File: src/rtl/reg_scoreboard_if.sv
// Issue, operand-query, writeback and status signals of the register scoreboard.
// The DUT connects through the slave modport; issue logic / testbench uses master.
interface reg_scoreboard_if #(
  parameter int unsigned NR_REG = 32,
  parameter int unsigned CNT_W  = 2
);
  localparam int unsigned IDX_W  = $clog2(NR_REG);
  localparam int unsigned PEND_W = IDX_W + CNT_W;

  logic              iss_valid;
  logic              iss_wen1;
  logic [IDX_W-1:0]  iss_rd1;
  logic              iss_wen2;
  logic [IDX_W-1:0]  iss_rd2;
  logic              iss_ready;

  logic [IDX_W-1:0]  rs1;
  logic [IDX_W-1:0]  rs2;
  logic [IDX_W-1:0]  rs3;
  logic [IDX_W-1:0]  rs4;
  logic              rs1_busy;
  logic              rs2_busy;
  logic              rs3_busy;
  logic              rs4_busy;

  logic              wen1;
  logic [IDX_W-1:0]  rd1;
  logic              wen2;
  logic [IDX_W-1:0]  rd2;

  logic              flush;
  logic [PEND_W-1:0] pending;
  logic              sb_err;

  modport slave (
    input  iss_valid, iss_wen1, iss_rd1, iss_wen2, iss_rd2,
    input  rs1, rs2, rs3, rs4,
    input  wen1, rd1, wen2, rd2,
    input  flush,
    output iss_ready,
    output rs1_busy, rs2_busy, rs3_busy, rs4_busy,
    output pending, sb_err
  );

  modport master (
    output iss_valid, iss_wen1, iss_rd1, iss_wen2, iss_rd2,
    output rs1, rs2, rs3, rs4,
    output wen1, rd1, wen2, rd2,
    output flush,
    input  iss_ready,
    input  rs1_busy, rs2_busy, rs3_busy, rs4_busy,
    input  pending, sb_err
  );
endinterface

File: src/rtl/reg_scoreboard.sv
// Dual-issue register scoreboard: per-register outstanding-write counters updated
// by issue (increment) and the two regfile writeback ports (decrement).
module reg_scoreboard #(
  parameter int unsigned NR_REG = 32,
  parameter int unsigned CNT_W  = 2
) (
  input logic             clock,
  input logic             reset,
  reg_scoreboard_if.slave sb
);
  localparam int unsigned IDX_W  = $clog2(NR_REG);
  localparam int unsigned PEND_W = IDX_W + CNT_W;
  localparam int unsigned SUM_W  = CNT_W + 2;
  localparam logic [SUM_W-1:0] CNT_MAX = SUM_W'((1 << CNT_W) - 1);

  logic [CNT_W-1:0]  cnt_q [NR_REG];
  logic [CNT_W-1:0]  cnt_d [NR_REG];
  logic [PEND_W-1:0] pending_q;
  logic [PEND_W-1:0] pending_d;
  logic              sb_err_q;
  logic              sb_err_d;

  logic              add1;
  logic              add2;
  logic              same_rd;
  logic [SUM_W-1:0]  need1;
  logic [SUM_W-1:0]  need2;
  logic              ready;
  logic              inc1;
  logic              inc2;
  logic              dec1;
  logic              dec2;
  logic [SUM_W-1:0]  up;
  logic [SUM_W-1:0]  down;
  logic              raw3;
  logic              raw4;

  // Readiness looks only at issue increments; same-cycle writebacks give no credit.
  always_comb begin
    add1    = sb.iss_wen1 && (sb.iss_rd1 != '0);
    add2    = sb.iss_wen2 && (sb.iss_rd2 != '0);
    same_rd = (sb.iss_rd1 == sb.iss_rd2);
    need1   = SUM_W'(cnt_q[sb.iss_rd1]) + SUM_W'(add1) + SUM_W'(add2 && same_rd);
    need2   = SUM_W'(cnt_q[sb.iss_rd2]) + SUM_W'(add2) + SUM_W'(add1 && same_rd);
    ready   = !((add1 && (need1 > CNT_MAX)) || (add2 && (need2 > CNT_MAX)));
    inc1    = sb.iss_valid && ready && add1;
    inc2    = sb.iss_valid && ready && add2;
    dec1    = sb.wen1 && (sb.rd1 != '0);
    dec2    = sb.wen2 && (sb.rd2 != '0);
  end

  always_comb begin
    cnt_d     = cnt_q;
    pending_d = '0;
    sb_err_d  = sb_err_q;
    up        = '0;
    down      = '0;
    cnt_d[0]  = '0;
    for (int unsigned r = 1; r < NR_REG; r++) begin
      up   = SUM_W'(cnt_q[r])
           + SUM_W'(inc1 && (sb.iss_rd1 == IDX_W'(r)))
           + SUM_W'(inc2 && (sb.iss_rd2 == IDX_W'(r)));
      down = SUM_W'(dec1 && (sb.rd1 == IDX_W'(r)))
           + SUM_W'(dec2 && (sb.rd2 == IDX_W'(r)));
      if (down > up) begin
        cnt_d[r] = '0;
        sb_err_d = 1'b1;
      end else begin
        cnt_d[r] = CNT_W'(up - down);
      end
      pending_d = pending_d + PEND_W'(cnt_d[r]);
    end
    // Flush discards everything computed above, including any underflow it would flag.
    if (sb.flush) begin
      cnt_d     = '{default: '0};
      pending_d = '0;
      sb_err_d  = sb_err_q;
    end
  end

  always_ff @(posedge clock or posedge reset) begin
    if (reset) begin
      cnt_q     <= '{default: '0};
      pending_q <= '0;
      sb_err_q  <= 1'b0;
    end else begin
      cnt_q     <= cnt_d;
      pending_q <= pending_d;
      sb_err_q  <= sb_err_d;
    end
  end

  always_comb begin
    raw3 = sb.iss_valid && add1 && (sb.iss_rd1 == sb.rs3);
    raw4 = sb.iss_valid && add1 && (sb.iss_rd1 == sb.rs4);
  end

  assign sb.iss_ready = ready;
  assign sb.rs1_busy  = (sb.rs1 != '0) && (cnt_q[sb.rs1] != '0);
  assign sb.rs2_busy  = (sb.rs2 != '0) && (cnt_q[sb.rs2] != '0);
  assign sb.rs3_busy  = ((sb.rs3 != '0) && (cnt_q[sb.rs3] != '0)) || raw3;
  assign sb.rs4_busy  = ((sb.rs4 != '0) && (cnt_q[sb.rs4] != '0)) || raw4;
  assign sb.pending   = pending_q;
  assign sb.sb_err    = sb_err_q;
endmodule

File: src/flat_wrapper.sv
// flat-port wrapper written by rule: the top's interface ports become plain ports
module reg_scoreboard_flat 
#(
  parameter int unsigned NR_REG = 32,
  parameter int unsigned CNT_W  = 2
)
  (clock, reset, sb_iss_valid, sb_iss_wen1, sb_iss_rd1, sb_iss_wen2, sb_iss_rd2, sb_rs1, sb_rs2, sb_rs3, sb_rs4, sb_wen1, sb_rd1, sb_wen2, sb_rd2, sb_flush, sb_iss_ready, sb_rs1_busy, sb_rs2_busy, sb_rs3_busy, sb_rs4_busy, sb_pending, sb_sb_err);
  reg_scoreboard_if #(.NR_REG(NR_REG), .CNT_W(CNT_W)) sb_i ();
  input logic clock;
  input logic reset;
  input wire logic [$bits(sb_i.iss_valid)-1:0] sb_iss_valid;
  input wire logic [$bits(sb_i.iss_wen1)-1:0] sb_iss_wen1;
  input wire logic [$bits(sb_i.iss_rd1)-1:0] sb_iss_rd1;
  input wire logic [$bits(sb_i.iss_wen2)-1:0] sb_iss_wen2;
  input wire logic [$bits(sb_i.iss_rd2)-1:0] sb_iss_rd2;
  input wire logic [$bits(sb_i.rs1)-1:0] sb_rs1;
  input wire logic [$bits(sb_i.rs2)-1:0] sb_rs2;
  input wire logic [$bits(sb_i.rs3)-1:0] sb_rs3;
  input wire logic [$bits(sb_i.rs4)-1:0] sb_rs4;
  input wire logic [$bits(sb_i.wen1)-1:0] sb_wen1;
  input wire logic [$bits(sb_i.rd1)-1:0] sb_rd1;
  input wire logic [$bits(sb_i.wen2)-1:0] sb_wen2;
  input wire logic [$bits(sb_i.rd2)-1:0] sb_rd2;
  input wire logic [$bits(sb_i.flush)-1:0] sb_flush;
  output wire logic [$bits(sb_i.iss_ready)-1:0] sb_iss_ready;
  output wire logic [$bits(sb_i.rs1_busy)-1:0] sb_rs1_busy;
  output wire logic [$bits(sb_i.rs2_busy)-1:0] sb_rs2_busy;
  output wire logic [$bits(sb_i.rs3_busy)-1:0] sb_rs3_busy;
  output wire logic [$bits(sb_i.rs4_busy)-1:0] sb_rs4_busy;
  output wire logic [$bits(sb_i.pending)-1:0] sb_pending;
  output wire logic [$bits(sb_i.sb_err)-1:0] sb_sb_err;
  assign sb_i.iss_valid = sb_iss_valid;
  assign sb_i.iss_wen1 = sb_iss_wen1;
  assign sb_i.iss_rd1 = sb_iss_rd1;
  assign sb_i.iss_wen2 = sb_iss_wen2;
  assign sb_i.iss_rd2 = sb_iss_rd2;
  assign sb_i.rs1 = sb_rs1;
  assign sb_i.rs2 = sb_rs2;
  assign sb_i.rs3 = sb_rs3;
  assign sb_i.rs4 = sb_rs4;
  assign sb_i.wen1 = sb_wen1;
  assign sb_i.rd1 = sb_rd1;
  assign sb_i.wen2 = sb_wen2;
  assign sb_i.rd2 = sb_rd2;
  assign sb_i.flush = sb_flush;
  assign sb_iss_ready = sb_i.iss_ready;
  assign sb_rs1_busy = sb_i.rs1_busy;
  assign sb_rs2_busy = sb_i.rs2_busy;
  assign sb_rs3_busy = sb_i.rs3_busy;
  assign sb_rs4_busy = sb_i.rs4_busy;
  assign sb_pending = sb_i.pending;
  assign sb_sb_err = sb_i.sb_err;
  reg_scoreboard #(.NR_REG(NR_REG), .CNT_W(CNT_W)) u_core (.clock(clock), .reset(reset), .sb(sb_i));
endmodule
File: config.mk
export PLATFORM = sky130hd
export DESIGN_NAME = reg_scoreboard_flat
export DESIGN_NICKNAME = d
export VERILOG_FILES = /design/src/rtl/reg_scoreboard_if.sv /design/src/rtl/reg_scoreboard.sv /design/src/flat_wrapper.sv
export SDC_FILE = /design/constraint.sdc
export NUM_CORES = 1
export LEC_CHECK = 0
export CAP_MARGIN = 20
export CORE_ASPECT_RATIO = 1.4
export CORE_MARGIN = 4
export CORE_UTILIZATION = 30
export CTS_BUF_LIST = sky130_fd_sc_hd__clkbuf_8
export CTS_CLUSTER_DIAMETER = 50
export DETAILED_ROUTE_END_ITERATION = 12
export PLACE_DENSITY = 0.43
export SLEW_MARGIN = 20
export SYNTH_ARGS = -nofsm -noshare
export SYNTH_HDL_FRONTEND = slang
export SYNTH_SLANG_ARGS = --single-unit
File: constraint.sdc
create_clock -name clock -period 10.69 [get_ports clock]
set_input_delay 3.207 -clock clock [delete_from_list [all_inputs] [get_ports clock]]
set_output_delay 3.207 -clock clock [all_outputs]
set_load 0.02 [all_outputs]
# Word level (Yosys, flattened, before mapping)
# Cells that the tools add are included.
# classes
addsub	158
bitwise_logic	7
muxes	82
n_eq_ne	127
order_cmp	39
div	0
reduce_logical	160
n_shift	0
n_mul	0
# op_table
cell	n
5-bit equality test (second input constant)	64
7-bit by 2-bit adder with 7-bit output	29
5-bit by 4-bit equality test with 1-bit output (second input constant)	32
1-bit logical AND	142
3-bit by 1-bit adder with 4-bit output	31
2-bit by 4-bit > comparator with 1-bit output	31
2-bit by 1-bit adder with 3-bit output	33
2-bit two-way mux	43
5-bit by 3-bit equality test with 1-bit output (second input constant)	16
1-bit by 1-bit adder with 2-bit output	31
62-bit two-way mux	1
2-bit subtractor	31
2-bit binary-select mux with 5-bit select	6
5-bit by 2-bit equality test with 1-bit output (second input constant)	8
5-bit nonzero test	8
6-bit greater-or-equal comparator (second input constant)	6
5-bit inverter with 6-bit output	6
1-bit two-way mux	31
31-bit nonzero test	1
5-bit by 1-bit equality test with 1-bit output (second input constant)	4
5-bit equality test	3
4-bit by 1-bit adder with 4-bit output	2
4-bit by 2-bit > comparator with 1-bit output (second input constant)	2
2-bit nonzero test	4
6 further kinds	8
# word_totals
latchBits	0
memories	0
romBits	0
mem_bits_rw	0
elab_cells	606
ff_bits	70

# Depth between registers and ports, before layout
# Gate-level depths: netlist of run 1.
# logic_depth
ltp_word	48
depth_mapped	43
depth_no_buf	41

# Worst setup path after synthesis of run 1
# OpenSTA, ideal clock, no wires.
# synth_timing
path_type	input-to-reg
start	in sb_iss_rd2[0]
end	reg u_core.pending_q[5], in the netlist u_core.sb.pending[5]
arrival_time_ns	13.421
path_slack_ns	-2.863
cell_stages	36
setup_time_ns	0.132
n_path_buf	3
cell_sequence	buf_2 > buf_1 > clkbuf_1 > mux4_2 > mux4_2 > mux2_2 > ha_1 > ha_1 > nand2_1 > and2_1 > o31ai_1 > a2111oi_2 > nand3b_1 > nor2_1 > fa_1 > ha_1 > o311a_1 > o32ai_1 > fa_1 > fa_1 > inv_1 > fa_1 > fa_1 > fa_1 > fa_1 > fa_1 > inv_1 > fa_1 > inv_1 > ha_1 > a21o_1 > a21oi_1 > o21bai_1 > a21oi_1 > xor2_1 > nor2_1
# synth_between
elab_chain_len	48
word_cells_on_any_way	300
classes_between	add/sub: 126; order compare: 33; eq/ne: 32; mux: 35; bitwise: 1; reduce/logical: 73
# synth_lines
item	line_no	text
start, declared	flat_wrapper.sv:15	input wire logic [$bits(sb_i.iss_rd2)-1:0] sb_iss_rd2;
5-bit inverter with 6-bit output (not written as such)	reg_scoreboard.sv:44	need2 = SUM_W'(cnt_q[sb.iss_rd2]) + SUM_W'(add2) + SUM_W'(add1 && same_rd);
2-bit binary-select mux with 5-bit select	reg_scoreboard.sv:44	
2-bit two-way mux (not written as such) (2 in series)	reg_scoreboard.sv:44	
2-bit by 1-bit adder with 3-bit output	reg_scoreboard.sv:44	
4-bit by 1-bit adder with 4-bit output	reg_scoreboard.sv:44	
4-bit by 2-bit > comparator with 1-bit output	reg_scoreboard.sv:45	ready = !((add1 && (need1 > CNT_MAX)) || (add2 && (need2 > CNT_MAX)));
1-bit logical AND	reg_scoreboard.sv:45	
1-bit logical OR	reg_scoreboard.sv:45	
(+5 left out)	-	
3-bit by 1-bit adder with 4-bit output	reg_scoreboard.sv:62	+ SUM_W'(inc2 && (sb.iss_rd2 == IDX_W'(r)));
2-bit by 4-bit > comparator with 1-bit output / 2-bit subtractor (equally long branches)	reg_scoreboard.sv:65, reg_scoreboard.sv:69	
2-bit two-way mux	reg_scoreboard.sv:65	if (down > up) begin
2-bit by 2-bit adder with 3-bit output	reg_scoreboard.sv:71	pending_d = pending_d + PEND_W'(cnt_d[r]);
7-bit by 2-bit adder with 7-bit output (28 in series)	reg_scoreboard.sv:71	
7-bit by 2-bit adder with 7-bit output (*)	reg_scoreboard.sv:71	
7-bit two-way mux (*)	reg_scoreboard.sv:74	if (sb.flush) begin
via u_core.pending_d[5]	reg_scoreboard.sv:19	logic [PEND_W-1:0] pending_d;
end signal, assigned	reg_scoreboard.sv:88	pending_q <= pending_d;
end, declared	reg_scoreboard.sv:18	logic [PEND_W-1:0] pending_q;
# The timed path passes the listed nets; every way through them passes the cells marked *. The select of a mux whose other input is x is not followed.
# A chain may end at the register's enable or synchronous reset.

# Worst setup path after layout of run 1
# layout_timing
start	in sb_iss_rd1[1]
end	reg u_core.pending_q[6], in the netlist u_core.sb.pending[6]
# layout_between
elab_chain_len	48
word_cells_on_any_way	300
classes_between	add/sub: 126; order compare: 33; eq/ne: 32; mux: 35; bitwise: 1; reduce/logical: 73
# layout_lines
item	line_no	text
start, declared	flat_wrapper.sv:13	input wire logic [$bits(sb_i.iss_rd1)-1:0] sb_iss_rd1;
5-bit inverter with 6-bit output (not written as such)	reg_scoreboard.sv:43	need1 = SUM_W'(cnt_q[sb.iss_rd1]) + SUM_W'(add1) + SUM_W'(add2 && same_rd);
2-bit binary-select mux with 5-bit select	reg_scoreboard.sv:43	
2-bit two-way mux (not written as such) (2 in series)	reg_scoreboard.sv:43	
2-bit by 1-bit adder with 3-bit output	reg_scoreboard.sv:43	
4-bit by 1-bit adder with 4-bit output	reg_scoreboard.sv:43	
4-bit by 2-bit > comparator with 1-bit output	reg_scoreboard.sv:45	
1-bit logical AND	reg_scoreboard.sv:45	
1-bit logical OR	reg_scoreboard.sv:45	
(+5 left out)	-	
3-bit by 1-bit adder with 4-bit output	reg_scoreboard.sv:62	
2-bit by 4-bit > comparator with 1-bit output / 2-bit subtractor (equally long branches)	reg_scoreboard.sv:65, reg_scoreboard.sv:69	
2-bit two-way mux	reg_scoreboard.sv:65	
2-bit by 2-bit adder with 3-bit output	reg_scoreboard.sv:71	
7-bit by 2-bit adder with 7-bit output (28 in series)	reg_scoreboard.sv:71	
7-bit by 2-bit adder with 7-bit output (*)	reg_scoreboard.sv:71	
7-bit two-way mux (*)	reg_scoreboard.sv:74	
via u_core.pending_d[6]	reg_scoreboard.sv:19	
# Marks and branches as above.

==> results of run 1 <==
## repair_timing
| action | 4_1_cts | 5_1_grt |
|---|---|---|
| setup buffers | 10 | 4 |
| gates cloned | 4 | 0 |
| setup endpoints to repair | 7 | 7 |
| gates resized for setup | 85 | 24 |
| pin swaps | 49 | 27 |
## path summary, 6_finish.rpt
kind,endpoint,slack [ps],depth (start not counted)
hold reg to reg,u_core.sb.sb_err$_DFFE_PP0P_,490,1
min in group asynchronous,u_core.cnt_q[53]$_DFF_PP0_,3120,2
setup / recovery,u_core.sb.pending[6]$_DFF_PP0_,-1670,40
hold / removal,u_core.sb.sb_err$_DFFE_PP0P_,490,1
max in group asynchronous,u_core.cnt_q[12]$_DFF_PP0_,6450,3
setup reg to reg,u_core.sb.pending[6]$_DFF_PP0_,770,38
## cell usage after synthesis, types with 6 or more instances
library cell	n	area share
a211oi_1	25	0.016
nor2_1	198	0.063
nor3b_1	6	0.0038
inv_1	199	0.063
buf_1	7	0.0022
mux4_2	47	0.089
ha_1	171	0.18
nor3_1	78	0.033
a21oi_1	77	0.033
mux2_2	9	0.0086
nand2_1	69	0.022
fa_1	88	0.15
nand2b_1	23	0.012
o21ai_0	39	0.016
dfrtp_1	70	0.15
nor2b_1	44	0.023
and2_1	6	0.0032
clkbuf_1	40	0.013
xnor2_1	31	0.023
buf_2	6	0.0025
xor2_1	8	0.0059
o21bai_1	12	0.0076
and3_1	19	0.010
nand3_1	25	0.011
o21ba_2	8	0.0068
a22o_1	6	0.0044
## cells in the final DEF, fill, tap and decap left out, types with 30 or more instances in the layout
cell type / instances
a21oi_1: 72
buf_4: 270
clkdlybuf4s50_1: 55
dfrtp_1: 70
fa_1: 80
ha_1: 157
inv_1: 193
mux4_2: 47
nand2_1: 64
nor2_1: 190
nor2b_1: 40
nor3_1: 71
o21ai_0: 30
## power groups by stage
stage | Sequential (mW) | Clock, mW | Combinational (mW)
floorplan | 0.288 | 0 | 0.230
global placement | 0.289 | 0 | 0.422
detailed placement | 0.288 | 0 | 0.423
CTS | 0.283 | 0.290 | 0.450
global route | 0.284 | 0.298 | 0.493
finish | 0.284 | 0.282 | 0.448
## logic make-up (layout without fill, tap and decap cells)
group / Yosys count / count (layout) / synth area share
simple gates: 500 / 500 / 0.201
fa+ha+maj: 259 / 259 / 0.329
buf+inv: 254 / 560 / 0.0819
compound gates: 206 / 206 / 0.113
flops: 70 / 70 / 0.148
mux: 56 / 56 / 0.0979
xor+xnor: 39 / 39 / 0.0288
other cells: 0 / 2 / 0
## state kept, by name (all words and copies together), names as in the netlist
name / count
u_core.sb.sb_err: 1
u_core.cnt_q: 62
u_core.sb.pending: 7
## area by class of cell
cell class / count / area [µm²]
well taps: 522 / 653
clock buffers: 10 / 138
diodes: 2 / 5.00
flip-flops and latches: 70 / 1750
clock inverters: 6 / 93.8
multi-input cells: 1060 / 9600
fillers: 3947 / 22800
repair buffers: 345 / 2950
inverters: 199 / 751
## routing by layer
layer | up-vias | track usage | routed length, µm
met2 | 327 | 0.434 | 26300
met3 | 82 | 0.0185 | 1910
met5 | - | 0 | 0
met1 | 5520 | 0.285 | 19700
met4 | 0 | 0.0980 | 2220
li1 | 5296 | - | -
==> results.json, run 1 <==
{
  "status": "complete, but fails checks",
  "violations": "negative setup slack",
  "wire_per_inst_um": 22.6,
  "hpwlAfterDp_um": 42100,
  "yosysUniqueCellTypes": 59,
  "crit_path_top_delay_cell": "fa_2",
  "cp.required_ps": 10950,
  "core_area_mm2": 0.0387,
  "finClkSkew_ps": 17.1,
  "clk_pin_slew_ps": 100,
  "fp.dieH_um": 243,
  "arrival_ps": 12620,
  "fin_nets": 1992,
  "worstPathMaxFanout": 6,
  "rsz0062_at_grt": "true",
  "yosysSeqAreaShare": 0.148,
  "hold_start": "u_core.sb.sb_err$_DFFE_PP0P_",
  "clkPwrFrac": 0.278,
  "grt_pass1_vias": 11600,
  "tns_ps": -9730,
  "slew_viol_final": 0,
  "p_sw_mw": 0.391,
  "die_w_um": 176,
  "io_pins": 61,
  "synth-edff-count": 0,
  "setup_ws_ps": -1670,
  "async_flop_share": 1.00,
  "leakage_nw": 7.35,
  "htreeDepth": 3,
  "yosys_warnings": 0,
  "netlist_instances": 1384,
  "cts_tree": "yes",
  "first_pass_iters": 5,
  "drive_gt1_frac": 0.270,
  "route.antenna.remaining_nets": 0,
  "syn_to_final_growth_pct": 34.6,
  "rows": 85,
  "hold_violations": 0,
  "initial_core_util": 0.306,
  "antenna_found_initial": 1,
  "fin_crit_sh": 1.16,
  "route.detailed.drc": 0,
  "cts_root_buffer": "clkbuf_8",
  "routed-via-count": 11200,
  "max_freq_ghz": 0.0809,
  "power_switching_share": 0.385,
  "placed_area_mm2": 0.0151,
  "viasPerCell": 5.07,
  "fin_util": 0.412,
  "finalSetupViolCount": 7,
  "hold_class": "flop to flop",
  "tightest_slew_ps": 917,
  "drv_cap": 0,
  "synth_fp_nets": 1691,
  "placed_cells": 2179,
  "combPwrFrac": 0.442,
  "numCtsBuffers": 9,
  "p_seq_frac": 0.280,
  "syn_area_mm2": 0.0118,
  "cts_hold_buf": 0,
  "cts_sinks": 70,
  "place_ws_ps": -2740,
  "layout_min_cycle_time_ps": 12360,
  "grt_pass1_wl_um": 74800,
  "critPathLaunch": "sb_iss_rd1[1]",
  "port_buffers": 60,
  "slew_headroom": 0.388,
  "track_usage": 0.237,
  "cp_num_buf_inv": 7,
  "final_cells": 2214,
  "clock_path_buffers": 2,
  "r2r-start": "u_core.cnt_q[38]$_DFF_PP0_",
  "ir_worst_vdd_mv": 0.0633,
  "worstSetupStartpointType": "input port",
  "p_per_area_mw_per_mm2": 63.6,
  "die_area_mm2": 0.0428,
  "gp_congestion": 0.897,
  "fin_hold_ws_ps": 486,
  "internal_power_mw": 0.623,
  "cpPeakStageDelay_ps": 660,
  "postSynthAreaPerCell_um2": 8.56,
  "cpLargestDelayFamily": "adder cells",
  "cp-end-kind": "flop",
  "critPathMostFrequentCell": "fa_1",
  "clk_latency_ps": 420,
  "grt_max_degree": 71,
  "synth_seq_cells": 70,
  "totalPowerFinal_mw": 1.01,
  "crit_type": "input port to flop",
  "design_area_mm2": 0.0159,
  "synth_top_flop_cell": "dfrtp_1",
  "wl_um": 50100,
  "overflow": 0,
  "first_iter_violations": 595
}
Note: power is estimated with default switching activity, not from simulation.
==> run 2: changes to the inputs <==
--- a/config.mk
+++ b/config.mk
@@ -10,9 +10,8 @@
 export CORE_MARGIN = 4
 export CORE_UTILIZATION = 30
 export CTS_BUF_LIST = sky130_fd_sc_hd__clkbuf_8
-export CTS_CLUSTER_DIAMETER = 50
 export DETAILED_ROUTE_END_ITERATION = 12
-export PLACE_DENSITY = 0.43
+export PLACE_DENSITY = 0.42
 export SLEW_MARGIN = 20
 export SYNTH_ARGS = -nofsm -noshare
 export SYNTH_HDL_FRONTEND = slang
==> constraint.sdc (replaced) <==
create_clock -name clock -period 13.4 [get_ports clock]
set_input_delay 4.02 -clock clock [delete_from_list [all_inputs] [get_ports clock]]
set_output_delay 4.02 -clock clock [all_outputs]
set_load 0.02 [all_outputs]
==> run 2 against run 1 <==
The flow now finishes without violations. Register-to-register slack better by 2700 ps. Largest cell class unchanged. Clock power down 30%. Combinational power shrank 27%. Cell count decreased by 3.8%. Utilization decreased by 2.2 points. Highest routed layer unchanged. Clock skew rose by 1.8 ps. Global-route usage shrank 1.4 points. Sequential share of layout area rose by 0.63 points. Critical path depth up 1. Non-clock buffer count shrank 84. Design area shrank 5.4%.
==> results.json, run 2 (synthesis gave the netlist of run 1 again) <==
{
  "ir_worst_vdd_mv": 0.0746,
  "drv_cap": 0,
  "rows": 85,
  "routed-via-count": 10900,
  "core_area_mm2": 0.0387,
  "status": "finished clean",
  "fin_nets": 1908,
  "wire_per_inst_um": 22.4,
  "totalPowerFinal_mw": 0.748,
  "r2r_setup_slack_ps": 3450,
  "route.antenna.remaining_nets": 0,
  "numCtsBuffers": 9,
  "final_cell_mix": "inv_1, nor2_1, buf_4",
  "mostFrequentLayoutCell": "inv_1",
  "finalSetupViolCount": 0,
  "drive_gt1_frac": 0.220,
  "cp-end-kind": "flop",
  "seqCellArea_mm2": 0.00175,
  "die_w_um": 176,
  "worstSetupStartpointType": "input port",
  "p_per_area_mw_per_mm2": 49.7,
  "route.detailed.drc": 0,
  "grt_pass1_vias": 11200,
  "overflow": 0,
  "max_freq_ghz": 0.0759,
  "io_pins": 61,
  "hold_start": "u_core.sb.sb_err$_DFFE_PP0P_",
  "worstPathMaxFanout": 5,
  "track_usage": 0.223,
  "hpwlAfterDp_um": 39400,
  "cpLargestDelayFamily": "adder cells",
  "r2r-start": "u_core.cnt_q[46]$_DFF_PP0_",
  "tightest_slew_ps": 1040,
  "clock_path_buffers": 2,
  "initial_core_util": 0.306,
  "largest-register": "u_core.cnt_q",
  "crit_type": "input port to flop",
  "r2r_end": "u_core.sb.pending[5]$_DFF_PP0_",
  "slew_viol_final": 0,
  "rsz0062_at_grt": "true",
  "arrival_ps": 13450,
  "min_delay_path_depth": 1,
  "met2_length_um": 24500,
  "first_pass_iters": 5,
  "viasPerCell": 5.12,
  "cp.required_ps": 13670,
  "top_layer": "met4",
  "cts_hold_buf": 0,
  "finClkSkew_ps": 18.9,
  "first_iter_violations": 614,
  "cts_tree": "yes",
  "wl_um": 47600,
  "hold_violations": 0,
  "htreeDepth": 3,
  "cpPeakStageDelay_ps": 610,
  "fin_crit_sh": 0.983,
  "antenna_found_initial": 1,
  "crit_path_top_delay_cell": "fa_2",
  "hold_class": "flop to flop",
  "slew_headroom": 0.302,
  "n_fill_cell": 4026,
  "route.met3.wl_um": 1890,
  "syn_to_final_growth_pct": 27.2,
  "port_buffers": 60,
  "min_to": "u_core.sb.sb_err$_DFFE_PP0P_",
  "grt_pass1_wl_um": 70500,
  "r2r_cells": 39,
  "multi_input_comb_area_mm2": 0.00947,
  "cp_num_buf_inv": 8,
  "grt_max_degree": 71,
  "gp_congestion": 0.918,
  "largest_reg_flops": 62,
  "critPathMostFrequentCell": "fa_1",
  "die_area_mm2": 0.0428,
  "fp.dieH_um": 243,
  "setup_ws_ps": 222,
  "clk_latency_ps": 420,
  "tns_ps": 0,
  "cts_root_buffer": "clkbuf_8",
  "layout_min_cycle_time_ps": 13180,
  "cts_sinks": 70,
  "place_ws_ps": -1000,
  "clk_pin_slew_ps": 100,
  "met1_length_um": 19400,
  "leakage_nw": 6.85
}
## run 2: area by class of cell
type,instances,area share
well taps,522,0.0433
clock inverters,7,0.00490
repair buffers,261,0.149
multi-input cells,1060,0.629
clock buffers,9,0.00822
diodes,1,0.000166
flip-flops and latches,70,0.116
inverters,199,0.0497
## run 2: timing repair
action / in CTS / in global routing
pin swaps: 40 / 46
gates cloned: 2 / 0
gates resized for setup: 63 / 46
setup endpoints to repair: 6 / 5
buffers inserted: 9 / 7
## run 2: worst max-delay path by stage
stage	from	endpoint	slack, ps	depth (start not counted)
2_1_floorplan	sb_iss_rd2[1]	u_core.sb.pending[5]$_DFF_PP0_	20	40
3_3_place_gp	sb_iss_rd2[1]	u_core.sb.pending[6]$_DFF_PP0_	-920	38
3_5_place_dp	sb_iss_rd2[1]	u_core.sb.pending[6]$_DFF_PP0_	-1000	39
4_1_cts	sb_iss_rd1[0]	u_core.sb.pending[5]$_DFF_PP0_	30	40
5_1_grt	sb_iss_rd1[1]	u_core.sb.pending[6]$_DFF_PP0_	-80	40
6_report	sb_iss_rd1[1]	u_core.sb.pending[5]$_DFF_PP0_	220	41
## run 2: through the flow
| stage | util | std cells | area [µm²] | hold WS, ps |
|---|---|---|---|---|
| 3_5_place_dp | 0.372 | 2098 | 14400 | 462 |
| 2_1_floorplan | - | 1384 | 12000 | 595 |
| 5_1_grt | 0.389 | 2129 | 15100 | 510 |
| 3_3_place_gp | 0.372 | 2098 | 14400 | 459 |
| 6_report | 0.389 | 2129 | 15100 | 475 |
| 4_1_cts | 0.384 | 2124 | 14900 | 484 |
## run 2: layer usage
| metal | track usage | up-vias |
|---|---|---|
| met3 | 0.0232 | 89 |
| met1 | 0.274 | 5349 |
| li1 | - | 5132 |
| met2 | 0.402 | 334 |
| met5 | 0 | - |
| met4 | 0.0799 | 0 |
## run 2: where the power goes
| group | switching, mW | leakage [nW] | internal (mW) |
|---|---|---|---|
| clock | 0.110 | 0.0879 | 0.0862 |
| sequential | 0.00790 | 0.967 | 0.217 |
| combinational | 0.179 | 5.80 | 0.148 |
| total | 0.297 | 6.85 | 0.451 |
